`src/rtl/pwm_sched_pkg.sv`:
```
// Shared types and constants for the dual-channel PWM duty scheduler.
package pwm_sched_pkg;

    typedef logic [7:0] duty_t;

    typedef enum logic {
        CH_A = 1'b0,
        CH_B = 1'b1
    } ch_e;

    typedef enum logic {
        IDLE = 1'b0,
        RAMP = 1'b1
    } ch_state_e;

    localparam int    PWM_PERIOD = 256;
    // Counter value on the last cycle of a PWM period
    localparam duty_t PER_LAST   = duty_t'(PWM_PERIOD - 1);

endpackage

```
`src/rtl/pwm_duty_sched_if.sv`:
```
// Command handshake bundle: per-channel target duty commands with valid/ready.
interface pwm_duty_sched_if
    import pwm_sched_pkg::*;
();

    logic  cmd_vld;
    logic  cmd_ch;
    duty_t cmd_duty;
    logic  cmd_rdy;

    modport master (
        output cmd_vld,
        output cmd_ch,
        output cmd_duty,
        input  cmd_rdy
    );

    modport slave (
        input  cmd_vld,
        input  cmd_ch,
        input  cmd_duty,
        output cmd_rdy
    );

endinterface

```
`src/rtl/duty_ramp.sv`:
```
// One PWM channel: pending command slot, target and current duty, IDLE/RAMP FSM.
// Duty only moves on the boundary strobe. With PWM_DUTY_RAMP_EN defined the duty
// slews toward the target by STEP per boundary; otherwise it jumps straight there.
module duty_ramp
    import pwm_sched_pkg::*;
#(
    parameter int STEP = 8
) (
    input  logic  clk,
    input  logic  rst,
    input  logic  boundary,
    input  logic  wr_en,
    input  duty_t wr_duty,
    output logic  pend_full,
    output duty_t duty,
    output logic  settled
);

    localparam logic [8:0] STEP9 = 9'(STEP);

    // Step up, saturating at the target (9-bit sum so 0xF8 + 8 cannot wrap)
    function automatic duty_t ramp_up(input duty_t cur, input duty_t tgt);
        logic [8:0] sum;
        sum = {1'b0, cur} + STEP9;
        return (sum > {1'b0, tgt}) ? tgt : sum[7:0];
    endfunction

    // Step down, saturating at the target (signed difference so it cannot go below 0)
    function automatic duty_t ramp_down(input duty_t cur, input duty_t tgt);
        logic signed [8:0] diff;
        diff = $signed({1'b0, cur}) - $signed(STEP9);
        return (diff < $signed({1'b0, tgt})) ? tgt : diff[7:0];
    endfunction

    duty_t     pend_q, pend_d;
    logic      pend_full_q, pend_full_d;
    duty_t     target_q, target_d;
    duty_t     duty_q, duty_d;
    duty_t     eff_tgt;
    ch_state_e state_q;

    // Next-state for pending slot, target and duty
    always_comb begin
        eff_tgt     = pend_full_q ? pend_q : target_q;
        pend_d      = pend_q;
        pend_full_d = pend_full_q;
        target_d    = target_q;
        duty_d      = duty_q;
        if (boundary) begin
            target_d    = eff_tgt;
            pend_full_d = 1'b0;
`ifdef PWM_DUTY_RAMP_EN
            if (duty_q < eff_tgt) begin
                duty_d = ramp_up(duty_q, eff_tgt);
            end else if (duty_q > eff_tgt) begin
                duty_d = ramp_down(duty_q, eff_tgt);
            end
`else
            duty_d = eff_tgt;
`endif
        end
        // The slot is never full when a write arrives, so this cannot clobber a pending value
        if (wr_en) begin
            pend_d      = wr_duty;
            pend_full_d = 1'b1;
        end
    end

    // Control and duty registers, cleared by reset
    always_ff @(posedge clk) begin
        if (rst) begin
            pend_full_q <= 1'b0;
            target_q    <= '0;
            duty_q      <= '0;
        end else begin
            pend_full_q <= pend_full_d;
            target_q    <= target_d;
            duty_q      <= duty_d;
        end
    end

    // Pending value is only meaningful while pend_full_q is set, so it needs no reset
    always_ff @(posedge clk) begin
        pend_q <= pend_d;
    end

    // Channel FSM: RAMP from accept until the boundary that lands duty on target with no command pending
    always_ff @(posedge clk) begin
        if (rst) begin
            state_q <= IDLE;
        end else begin
            case (state_q)
                IDLE: begin
                    if (wr_en) begin
                        state_q <= RAMP;
                    end
                end
                RAMP: begin
                    if (boundary && !wr_en && (duty_d == eff_tgt)) begin
                        state_q <= IDLE;
                    end
                end
                default: state_q <= IDLE;
            endcase
        end
    end

    assign pend_full = pend_full_q;
    assign duty      = duty_q;
    assign settled   = (state_q == IDLE);

endmodule

```
`src/rtl/pwm_duty_sched.sv`:
```
// Dual-channel duty scheduler feeding two pwm8 generators. Holds the shared
// 256-cycle period counter, decodes commands to channel A/B and muxes cmd_rdy.
// Optional slew limiting is selected by the PWM_DUTY_RAMP_EN macro.
module pwm_duty_sched
    import pwm_sched_pkg::*;
#(
    parameter int STEP = 8
) (
    input  logic            clk,
    input  logic            rst,
    pwm_duty_sched_if.slave cmd,
    output duty_t           duty_a,
    output duty_t           duty_b,
    output logic            period_start,
    output logic            settled_a,
    output logic            settled_b
);

    duty_t per_cnt_q, per_cnt_d;
    logic  boundary;
    logic  pend_full_a, pend_full_b;
    logic  accept, wr_en_a, wr_en_b;

    // Free-running period counter, wraps 255 -> 0
    always_comb begin
        per_cnt_d = per_cnt_q + 8'd1;
    end

    // Period counter register
    always_ff @(posedge clk) begin
        if (rst) begin
            per_cnt_q <= '0;
        end else begin
            per_cnt_q <= per_cnt_d;
        end
    end

    assign boundary     = (per_cnt_q == PER_LAST);
    assign period_start = boundary;

    // A full slot blocks only its own channel
    assign cmd.cmd_rdy = (ch_e'(cmd.cmd_ch) == CH_B) ? ~pend_full_b : ~pend_full_a;
    assign accept      = cmd.cmd_vld & cmd.cmd_rdy;
    assign wr_en_a     = accept & (ch_e'(cmd.cmd_ch) == CH_A);
    assign wr_en_b     = accept & (ch_e'(cmd.cmd_ch) == CH_B);

    duty_ramp #(.STEP(STEP)) u_ch_a (
        .clk       (clk),
        .rst       (rst),
        .boundary  (boundary),
        .wr_en     (wr_en_a),
        .wr_duty   (cmd.cmd_duty),
        .pend_full (pend_full_a),
        .duty      (duty_a),
        .settled   (settled_a)
    );

    duty_ramp #(.STEP(STEP)) u_ch_b (
        .clk       (clk),
        .rst       (rst),
        .boundary  (boundary),
        .wr_en     (wr_en_b),
        .wr_duty   (cmd.cmd_duty),
        .pend_full (pend_full_b),
        .duty      (duty_b),
        .settled   (settled_b)
    );

endmodule

```
`src/flat_wrapper.sv`:
```
// flat-port wrapper written by rule: the top's interface ports become plain ports
module pwm_duty_sched_flat import pwm_sched_pkg::*;
#(
    parameter int STEP = 8
)
  (clk, rst, duty_a, duty_b, period_start, settled_a, settled_b, cmd_cmd_vld, cmd_cmd_ch, cmd_cmd_duty, cmd_cmd_rdy);
  pwm_duty_sched_if cmd_i ();
  input  logic clk;
  input  logic rst;
  output duty_t duty_a;
  output duty_t duty_b;
  output logic period_start;
  output logic settled_a;
  output logic settled_b;
  input wire logic [$bits(cmd_i.cmd_vld)-1:0] cmd_cmd_vld;
  input wire logic [$bits(cmd_i.cmd_ch)-1:0] cmd_cmd_ch;
  input wire logic [$bits(cmd_i.cmd_duty)-1:0] cmd_cmd_duty;
  output wire logic [$bits(cmd_i.cmd_rdy)-1:0] cmd_cmd_rdy;
  assign cmd_i.cmd_vld = cmd_cmd_vld;
  assign cmd_i.cmd_ch = cmd_cmd_ch;
  assign cmd_i.cmd_duty = cmd_cmd_duty;
  assign cmd_cmd_rdy = cmd_i.cmd_rdy;
  pwm_duty_sched #(.STEP(STEP)) u_core (.clk(clk), .rst(rst), .cmd(cmd_i), .duty_a(duty_a), .duty_b(duty_b), .period_start(period_start), .settled_a(settled_a), .settled_b(settled_b));
endmodule
```
`config.mk`:
```
export PLATFORM = sky130hd
export DESIGN_NAME = pwm_duty_sched_flat
export DESIGN_NICKNAME = d
export VERILOG_FILES = /design/src/rtl/pwm_sched_pkg.sv /design/src/rtl/pwm_duty_sched_if.sv /design/src/rtl/duty_ramp.sv /design/src/rtl/pwm_duty_sched.sv /design/src/flat_wrapper.sv
export SDC_FILE = /design/constraint.sdc
export NUM_CORES = 1
export LEC_CHECK = 0
export CORE_ASPECT_RATIO = 1.5
export CORE_UTILIZATION = 35
export CTS_BUF_LIST = sky130_fd_sc_hd__clkbuf_2
export CTS_CLUSTER_DIAMETER = 50
export DETAILED_ROUTE_END_ITERATION = 16
export PLACE_DENSITY = 0.67
export SLEW_MARGIN = 5
export SYNTH_ARGS = -nofsm -noshare
export SYNTH_HDL_FRONTEND = slang
export SYNTH_SLANG_ARGS = --single-unit
```
`constraint.sdc`:
```
create_clock -name clk -period 2.05 [get_ports clk]
set_clock_uncertainty 0.2 [all_clocks]
set_input_delay 0.41 -clock clk [delete_from_list [all_inputs] [get_ports clk]]
set_output_delay 0.41 -clock clk [all_outputs]
set_load 0.05 [all_outputs]
```
# After elaboration in Yosys (flattened, before gate mapping)
# Cells that the tools add are included.
dict set report word_totals {
  reg_bits 60
  latchBits 0
  ram_bits 0
  rom_bits 0
  input_bits 12
  out_inout_bits 20
  n_memories 0
}
dict set report classes {
  addsub 1
  mul 0
  div 0
  magnitude_cmp 0
  n_eq_ne 3
  shifts 0
  mux 14
  bitwise_logic 8
  n_reduce_logical 8
}
# op count
set ops {}
lappend ops {{8-bit 2-to-1 mux} 4}
lappend ops {{8-bit equality test} 2}
lappend ops {{8-bit by 1-bit adder with 8-bit output, second input constant} 1}
lappend ops {{8-bit equality test, second input constant} 1}
lappend ops {{1-bit 2-to-1 mux} 8}
lappend ops {{1-bit inverter} 5}
lappend ops {{1-bit logical AND} 4}
lappend ops {{1-bit one-hot mux with 2 select lines} 2}
lappend ops {{2-bit nonzero test} 2}
lappend ops {{1-bit bitwise AND} 3}
lappend ops {{1-bit zero test} 2}

# Depth between registers and ports, before layout
# Gate-level depths: netlist of the first run.
dict set report depth {
  ltp_word 9
  depth_mapped 7
}

# Modules after synthesis
# A second synthesis of the first run with hierarchy kept.
dict set report unflattened {
  hier_cells 217
  hier_area_um2 2392.3
}
# module n_inst cells_per_inst area_per_inst_um2 seq_area_each_um2
set modules_own_cells {}
lappend modules_own_cells {duty_ramp 2 89 1028.5 600.6}
lappend modules_own_cells {pwm_duty_sched 1 39 335.3 160.2}

# Worst setup path after synthesis of the first run
# No wires, ideal clock.
dict set report synth_timing {
  path_type {reg2out}
  start {register u_core.u_ch_b.pend_full_q (netlist: u_core.u_ch_b.pend_full)}
  end {output cmd_cmd_rdy}
  arrival_time_ns 1.338
  slack_ns 0.102
  path_stages_with_launch 3
  n_path_buf 1
  cell_sequence {dfxtp_1 -> buf_2 -> mux2i_1}
}
dict set report synth_via {
  elab_chain_len 2
}
# element line
set synth_rtl {}
lappend synth_rtl {{from (decl)} duty_ramp.sv:36} ;# logic pend_full_q, pend_full_d;
lappend synth_rtl {{from (signal assigned)} duty_ramp.sv:76} ;# pend_full_q <= pend_full_d;
lappend synth_rtl {{1-bit inverter} pwm_duty_sched.sv:42} ;# assign cmd.cmd_rdy = (ch_e'(cmd.cmd_ch) == CH_B) ? ~pend_full_b : ~pend_full_a;
lappend synth_rtl {{1-bit 2-to-1 mux} pwm_duty_sched.sv:42}
lappend synth_rtl {{to (decl)} flat_wrapper.sv:18} ;# output wire logic [$bits(cmd_i.cmd_rdy)-1:0] cmd_cmd_rdy;
# Every way passes these cells.

# Worst setup path after layout of the first run
dict set report layout_timing {
  start {register u_core.per_cnt_q[1]}
  end {output period_start}
}
dict set report layout_via {
  elab_chain_len 1
}
# element line
set layout_rtl {}
lappend layout_rtl {{from (decl)} pwm_duty_sched.sv:19} ;# duty_t per_cnt_q, per_cnt_d;
lappend layout_rtl {{from (signal assigned)} pwm_duty_sched.sv:34} ;# per_cnt_q <= per_cnt_d;
lappend layout_rtl {{8-bit equality test} pwm_duty_sched.sv:38} ;# assign boundary = (per_cnt_q == PER_LAST);
lappend layout_rtl {{to (decl)} flat_wrapper.sv:12} ;# output logic period_start;
# Every way passes these cells.

==> metrics.yaml, run 1 <==
status: "finished with violations"
violations: "setup timing"
detailed_place_hpwl_mm: 2.93
detail-route-antenna-nets: 0
relSlewSlack_pct: 82.6
arrival_ns: 1.47
drt_first_pass_iters: 4
drt_iter0_markers: 49
top_layer: "met4"
gp_congestion: 0.727
clock_latency_ns: 0.47
grt_start_max_net_pins: 24
netlist_area_sq_um: 2210
synthTopCellsByArea: "dfxtp_1, edfxtp_1, o21a_1"
row_count: 35
wl_met3_um: 196
setup_ws_ns: -0.0268
wl_met2_mm: 2.15
post-synth-top-area-fraction_pct: 39.8
gr-usage-all-layers_pct: 15.0
preCtsSetupSlack_ns: 0.0310
syn-num-nets: 190
synthArstFlopShare_pct: 0
regToRegSetupSlack_ns: 0.21
synth.most_common_cell: "dfxtp_1"
layout.nets: 236
hold_viol: 0
crit_fanout: 3
synth_edf_count: 16
rsz0062_at_grt: "yes"
slew_violations: 0
critPathSlowestCell: "dfxtp_2"
die_w_um: 67.0
synth_flop_cell: "dfxtp_1"
numClockSinks: 60
io_buffers: 31
worstPathRequired_ns: 1.44
die_area_sq_um: 6660
yosysSeqAreaShare_pct: 61.5
cap_violations: 0
antenna_found_initial: 0
grt_pass1_vias: 1524
power_density_nw_per_um2: 731
vias: 1488
overflow: 0
period_minus_slack_ns: 2.08
clkTransAtPathRegs_ns: 0.15
setup_viol: 1
synthToLayoutAreaGrowth_pct: 22.6
synthDistinctLibCells: 28
wl_per_cell_um: 13.8
cp-end-kind: "output port"
die_h_um: 99.4
worst_pin_slew_ns: 0.259
root_buffer: "clkbuf_2"
setup.worst_path.start_class: "flip-flop"
period_share_pct: 101
drc_errors: 0
routed_via_density: 4.93
yosys_warnings: 0
pin_count: 32
min-delay-path-class: "flip-flop to flip-flop"
critical_path_class: "flip-flop to output port"
irDropWorstVdd_mv: 0.339
cts_htree_levels: 3
grt_pass1_wl_mm: 7.09
synth-seq-cells: 60
yosys-top-cells-count: "dfxtp_1, o21a_1, mux2i_1"
final_util_pct: 44.3
yosysTopAreaCell: "dfxtp_1"
critPathMaxStageDelay_ns: 0.37
tritoncts: "done"
p_leak_nw: 1.03
cts_max_path_buffers: 2
initial_core_util_pct: 36.1
cts_made_buffers: 9
antenna_cells: 0
fillers: 605
syn_inst: 177
drive_gt1_share_pct: 25.9
met1_length_mm: 1.73
cp_cell_sequence: "ha_4, and3_4, and2_4, buf_12"
synth_area_per_cell_sq_um: 12.5
design.core.area_sq_um: 6130
routed_wl_mm: 4.17
fmax_mhz: 482
postCtsHoldBufs: 0
## through the flow
stage          setup TNS [ns]  instances  total power, mW  hold slack (ns)  instance area [sq um]
2_1_floorplan               0        177             1.37            0.230                   2210
3_3_place_gp                0        281             1.44            0.242                   2570
3_5_place_dp                0        281             1.44            0.253                   2570
4_1_cts               -0.0660        302             2.01            0.290                   2710
5_1_grt               -0.0944        302             2.07            0.298                   2720
6_report              -0.0268        302             1.98            0.282                   2720
## metal layers
layer / vias up / global-route usage [%]
met5: - / 0
met4: 0 / 6.87
met3: 8 / 6.08
met2: 30 / 25.7
met1: 710 / 15.5
li1: 740 / -
## cells in the final DEF, fill, tap and decap left out, types with 2 or more instances in the layout
master           Yosys  routed
o21a_1              32      32
edfxtp_1            16      16
dfxtp_2              0       2
nor2b_1              2       2
nand3_1              3       3
dfxtp_1             44      42
o21ai_0              4       4
clkinv_2             0       2
xnor2_1              2       2
nor2_1               6       6
nand2b_1             3       3
clkbuf_2             0      13
mux2i_1             17      16
or3_1                3       3
o31ai_1              2       2
buf_4                0      35
a31oi_1             16      16
a21oi_1              2       2
clkdlybuf4s50_1      0      11
inv_1                3       3
buf_12               0       2
## cell type report
class	count	area, sq um	area share (%)
timing repair buffer	48	413	15.2
sequential	60	1360	50.2
inverter	3	11.3	0.415
clock buffer	13	65.1	2.40
multi-input combinational	101	756	27.8
clock inverter	3	13.8	0.507
tap	74	92.6	3.41
## report_power, final
part	internal [mW]	switching [mW]
logic	0.0782	0.0861
registers	1.25	0.0140
clock network	0.173	0.387
## flip-flops by register name, indices dropped and copies added (netlist names), 8 cells and up
register / count
u_core.per_cnt_q: 8
u_core.u_ch_a.duty: 8
u_core.u_ch_a.pend_q: 8
u_core.u_ch_a.target_q: 8
u_core.u_ch_b.duty: 8
u_core.u_ch_b.pend_q: 8
u_core.u_ch_b.target_q: 8
## logic make-up after synthesis
family,count (synthesis),share of synthesized area (%)
flops,60,61.5
buf+inv,16,5.37
compound gates,56,17.4
mux,18,8.19
simple gates,23,5.82
xor+xnor,3,1.19
fa+ha+maj,1,0.565
## timing repair
item | in CTS | in global routing
gates resized for setup | 5 | 1
pin swaps | 2 | 1
setup buffers | 5 | 0
setup endpoints to repair | 1 | 2
## critical path, delay by kind of cell, from the launching register on
family	cells	cell delay (ns)
flip-flops	1	0.37
AND/OR/NAND/NOR	2	0.34
adder cells (fa/ha/maj)	1	0.15
buffers and inverters	1	0.14
## path summary, 6_finish.rpt
| path | cells past startpoint | from | endpoint |
|---|---|---|---|
| setup / recovery | 4 | u_core.per_cnt_q[1]$_SDFF_PP0_ | period_start |
| hold / removal | 1 | u_core.u_ch_b.duty[4]$_SDFF_PP0_ | u_core.u_ch_b.duty[4]$_SDFF_PP0_ |
| setup reg to reg | 7 | u_core.per_cnt_q[1]$_SDFF_PP0_ | u_core.u_ch_b.state_q$_SDFF_PP0_ |
| hold reg to reg | 1 | u_core.u_ch_b.duty[4]$_SDFF_PP0_ | u_core.u_ch_b.duty[4]$_SDFF_PP0_ |
Note: power is estimated with default switching activity, not from simulation.
==> run 2, diff against run 1 <==
PLACE_DENSITY = default   (was 0.67)
==> metrics.yaml, run 2 (synthesis results as in run 1) <==
status: "finished with violations"  # unchanged
violations: "setup timing"  # unchanged
critPathMaxStageDelay_ns: 0.39  # was 0.37 ns
preCtsSetupSlack_ns: 0.0357  # was 0.0310 ns
period_minus_slack_ns: 2.06  # was 2.08 ns
postCtsHoldBufs: 0  # unchanged
period_share_pct: 101  # about the same
critical_path_class: "flip-flop to output port"  # unchanged
relSlewSlack_pct: 84.9  # was 82.6%
cp_cell_sequence: "ha_4, and3_4, and2_4, buf_12"  # unchanged
dpl.cell_count: 279  # was 281
layout.nets: 233  # was 236
die_area_sq_um: 6660  # unchanged
antenna_found_initial: 0  # unchanged
gr-usage-all-layers_pct: 14.8  # was 15.0%
synthToLayoutAreaGrowth_pct: 22.1  # was 22.6%
critPathSlowestCell: "dfxtp_2"  # unchanged
drive_gt1_share_pct: 24.0  # was 25.9%
irDropWorstVdd_mv: 0.408  # was 0.339 mV
worstPathRequired_ns: 1.44  # about the same
ff2ff_path_depth: 6  # was 7
routed_wl_mm: 4.25  # was 4.17 mm
grt_pass1_vias: 1428  # was 1524
cts_htree_levels: 3  # unchanged
die_w_um: 67.0  # unchanged
hold_slack_ns: 0.205  # was 0.282 ns
grt_start_max_net_pins: 24  # unchanged
detail-route-antenna-nets: 0  # unchanged
worst_pin_slew_ns: 0.223  # was 0.259 ns
fillers: 606  # was 605
drt_iter0_markers: 89  # was 49
cap_violations: 0  # unchanged
rsz0062_at_grt: "yes"  # unchanged
whs_path_depth: 4  # was 1
initial_core_util_pct: 36.1  # unchanged
die_h_um: 99.4  # unchanged
root_buffer: "clkbuf_2"  # unchanged
cp-end-kind: "output port"  # unchanged
slew_violations: 0  # unchanged
min-delay-path-class: "input pin to flip-flop"  # was flip-flop to flip-flop
mostFrequentLayoutCells: "dfxtp_1, o21a_1, buf_4"  # was dfxtp_1, buf_4, o21a_1
hold_viol: 0  # unchanged
drc_errors: 0  # unchanged
numClockSinks: 60  # unchanged
layout.area.seq_sq_um: 1360  # unchanged
fin_total_pwr_mw: 1.98  # about the same
crit_fanout: 2  # was 3
io_buffers: 31  # unchanged
cts_max_path_buffers: 2  # unchanged
overflow: 0  # unchanged
setup_tns_ns: -0.0147  # was -0.0268 ns
row_count: 35  # unchanged
fmax_mhz: 484  # was 482 MHz
stdcell_area_sq_um: 2710  # was 2720 sq um
final_common_cell: "dfxtp_1"  # unchanged
pin_count: 32  # unchanged
clkTransAtPathRegs_ns: 0.15  # about the same
antenna_cells: 0  # unchanged
setup_viol: 1  # unchanged
grt_pass1_wl_mm: 6.91  # was 7.09 mm
vias: 1490  # was 1488
drt_first_pass_iters: 5  # was 4
detailed_place_hpwl_mm: 2.78  # was 2.93 mm
clock_latency_ns: 0.48  # was 0.47 ns
multi_input_area_sq_um: 756  # unchanged
setup.worst_path.start_class: "flip-flop"  # unchanged
cts_made_buffers: 9  # unchanged
setup_ws_ns: -0.0147  # was -0.0268 ns
power_density_nw_per_um2: 733  # was 731 nW/um^2
design.core.area_sq_um: 6130  # unchanged
gp_congestion: 0.668  # was 0.727
dpl_cell_area_sq_um: 2570  # about the same
routed_via_density: 4.98  # was 4.93
tritoncts: "done"  # unchanged
p_leak_nw: 1.03  # about the same
final_util_pct: 44.1  # was 44.3%
wl_per_cell_um: 14.2  # was 13.8 um
arrival_ns: 1.45  # was 1.47 ns
instances_no_fill: 299  # was 302
run 2: final timing paths:
| kind | from | endpoint | slack, ns |
|---|---|---|---|
| worst max register to register | u_core.per_cnt_q[0]$_SDFF_PP0_ | u_core.u_ch_a.state_q$_SDFF_PP0_ | 0.40 |
| worst min register to register | u_core.u_ch_a.target_q[0]$_SDFFE_PP0N_ | u_core.u_ch_a.target_q[0]$_SDFFE_PP0N_ | 0.28 |
| worst min-delay path | cmd_cmd_ch | u_core.u_ch_b.state_q$_SDFF_PP0_ | 0.21 |
| worst max-delay path | u_core.per_cnt_q[0]$_SDFF_PP0_ | period_start | -0.01 |
run 2: cell type report:
type / instances / share of cell area, %
Sequential cell: 60 / 50.4
Multi-Input combinational cell: 101 / 27.9
Timing Repair Buffer: 45 / 15.0
Tap cell: 74 / 3.42
Clock buffer: 11 / 2.04
Clock inverter: 5 / 0.786
Inverter: 3 / 0.416
run 2: repair_timing:
action | in CTS | in global routing
buffers inserted | 4 | 0
setup endpoints to repair | 1 | 2
resized for setup | 5 | 2
pin swaps | 1 | 1
run 2: worst max-delay path: cells and delay by family (launching register included):
family | cells | cell delay (ns)
buffers and inverters | 1 | 0.13
flip-flops | 1 | 0.39
adder cells (fa/ha/maj) | 1 | 0.13
AND/OR/NAND/NOR | 2 | 0.33
run 2: power breakdown:
| group | internal, mW | switching [mW] | leakage, nW |
|---|---|---|---|
| Clock | 0.155 | 0.398 | 0.0582 |
| Sequential | 1.25 | 0.0138 | 0.505 |
| Combinational | 0.0821 | 0.0878 | 0.463 |
run 2: per-layer routing:
metal | track usage (%) | routed length [um] | up-vias | share of wire, %
met5 | 0 | 0 | - | 0
met4 | 9.33 | 75 | 0 | 1.8
met3 | 4.93 | 172 | 10 | 4.0
met2 | 23.9 | 2270 | 34 | 53
met1 | 16.3 | 1730 | 710 | 41
li1 | - | - | 736 | -
==> run 3, diff against run 2 <==
GPL_TIMING_DRIVEN = 0   (was default)
==> metrics.yaml, run 3 (synthesis results as in run 1) <==
tritoncts: "done"  # unchanged
power.switching_mw: 0.489  # was 0.500 mW
setup.worst_path.start_class: "flip-flop"  # unchanged
period_share_pct: 103  # was 101%
postCtsHoldBufs: 0  # unchanged
io_buffers: 31  # unchanged
gr-usage-all-layers_pct: 15.6  # was 14.8%
root_buffer: "clkbuf_2"  # unchanged
detail-route-antenna-nets: 0  # unchanged
initial_core_util_pct: 36.1  # unchanged
relSlewSlack_pct: 45.0  # was 84.9%
grt_pass1_wl_mm: 7.31  # was 6.91 mm
die_h_um: 99.4  # unchanged
gp_congestion: 0.742  # was 0.668
violations: "setup timing"  # unchanged
die_area_sq_um: 6660  # unchanged
intPower_mw: 1.48  # about the same
antenna_found_initial: 0  # unchanged
arrival_ns: 1.51  # was 1.45 ns
layout.nets: 236  # was 233
numClockSinks: 60  # unchanged
ff2ff_path_depth: 6  # unchanged
worstPathRequired_ns: 1.44  # about the same
pin_count: 32  # unchanged
detailed_place_hpwl_mm: 2.99  # was 2.78 mm
routed_wl_mm: 4.45  # was 4.25 mm
synthToLayoutAreaGrowth_pct: 23.6  # was 22.1%
preCtsSetupSlack_ns: -0.782  # was 0.0357 ns
cts_max_path_buffers: 2  # unchanged
whs_path_depth: 1  # was 4
clockPowerShare_pct: 28.6  # was 27.9%
cts_made_buffers: 9  # unchanged
slew_violations: 0  # unchanged
p_sw_share_pct: 24.8  # was 25.2%
fin_total_pwr_mw: 1.97  # was 1.98 mW
p_comb_share_pct: 7.4  # was 8.6%
cap_violations: 0  # unchanged
drive_gt1_share_pct: 21.1  # was 24.0%
irDropWorstVdd_mv: 0.369  # was 0.408 mV
overflow: 0  # unchanged
final_common_cell: "dfxtp_1"  # unchanged
row_count: 35  # unchanged
grt_start_max_net_pins: 19  # was 24
clkTransAtPathRegs_ns: 0.15  # about the same
drt_first_pass_iters: 4  # was 5
instances_no_fill: 302  # was 299
p_leak_nw: 1.03  # about the same
fmax_mhz: 472  # was 484 MHz
drc_errors: 0  # unchanged
die_w_um: 67.0  # unchanged
routed_via_density: 4.93  # was 4.98
dpl.cell_count: 282  # was 279
clock_latency_ns: 0.46  # was 0.48 ns
mostFrequentLayoutCells: "dfxtp_1, o21a_1, mux2i_1, clkbuf_2"  # was dfxtp_1, o21a_1, buf_4
hold_viol: 0  # unchanged
status: "finished with violations"  # unchanged
grt_pass1_vias: 1456  # was 1428
crit_fanout: 3  # was 2
design.core.area_sq_um: 6130  # unchanged
min-delay-path-class: "flip-flop to flip-flop"  # was input pin to flip-flop
wl_per_cell_um: 14.7  # was 14.2 um
cp-end-kind: "output port"  # unchanged
hold_slack_ns: 0.279  # was 0.205 ns
setup_viol: 1  # unchanged
critical_path_class: "flip-flop to output port"  # unchanged
setup_ws_ns: -0.0671  # was -0.0147 ns
cts_htree_levels: 3  # unchanged
vias: 1488  # was 1490
drt_iter0_markers: 28  # was 89
antenna_cells: 0  # unchanged
worst_pin_slew_ns: 0.822  # was 0.223 ns
power_density_nw_per_um2: 721  # was 733 nW/um^2
period_minus_slack_ns: 2.12  # was 2.06 ns
p_seq_share_pct: 64.1  # was 63.6%
rsz0062_at_grt: "yes"  # unchanged
==> run 3: final timing paths <==
kind	startpoint	end	slack, ns
setup / recovery	u_core.per_cnt_q[1]$_SDFF_PP0_	period_start	-0.07
hold / removal	u_core.u_ch_b.duty[5]$_SDFF_PP0_	u_core.u_ch_b.duty[5]$_SDFF_PP0_	0.28
setup reg to reg	u_core.per_cnt_q[1]$_SDFF_PP0_	u_core.u_ch_b.duty[0]$_SDFF_PP0_	0.26
hold reg to reg	u_core.u_ch_b.duty[5]$_SDFF_PP0_	u_core.u_ch_b.duty[5]$_SDFF_PP0_	0.28
==> run 3: metal layers <==
layer,share of wire [%],track usage [%],wire length (um)
met1,41,17.7,1850
met2,53,25.2,2360
met3,3.9,5.96,173
met4,1.6,7.86,73
met5,0,0,0
==> run 3: power groups by stage <==
| stage | Sequential [mW] | Clock (mW) | Combinational, mW |
|---|---|---|---|
| 6_report | 1.26 | 0.564 | 0.146 |
| 5_1_grt | 1.27 | 0.652 | 0.159 |
| 4_1_cts | 1.26 | 0.587 | 0.152 |
| 3_5_place_dp | 1.28 | 0 | 0.150 |
| 3_3_place_gp | 1.28 | 0 | 0.149 |
| 2_1_floorplan | 1.28 | 0 | 0.0913 |
==> run 3: area by class of cell <==
cell class | count | area (sq um)
fill | 602 | 3390
sequential | 60 | 1380
multi-input combinational | 101 | 757
timing repair buffer | 39 | 348
tap | 74 | 92.6
buffer | 9 | 73.8
clock buffer | 13 | 65.1
clock inverter | 3 | 13.8
inverter | 3 | 11.3
==> run 3: stage by stage <==
step           TNS [ns]  area (sq um)  utilization, %
2_1_floorplan         0          2210               -
3_3_place_gp     -14.47          2620            42.7
3_5_place_dp      -9.92          2620            42.8
4_1_cts          -0.193          2690            43.9
5_1_grt          -0.170          2740            44.7
6_report        -0.0671          2740            44.7
==> run 3: worst max-delay path: stages, from the launching register on <==
cell	delay (ns)
dfxtp_2	0.39
ha_4	0.14
and3_4	0.20
and2_4	0.17
buf_8	0.14
==> run 3: repair_timing <==
action,CTS,global route
pin swaps,0,2
endpoints found under the setup margin,20,16
buffers inserted,3,5
gates resized for setup,39,29
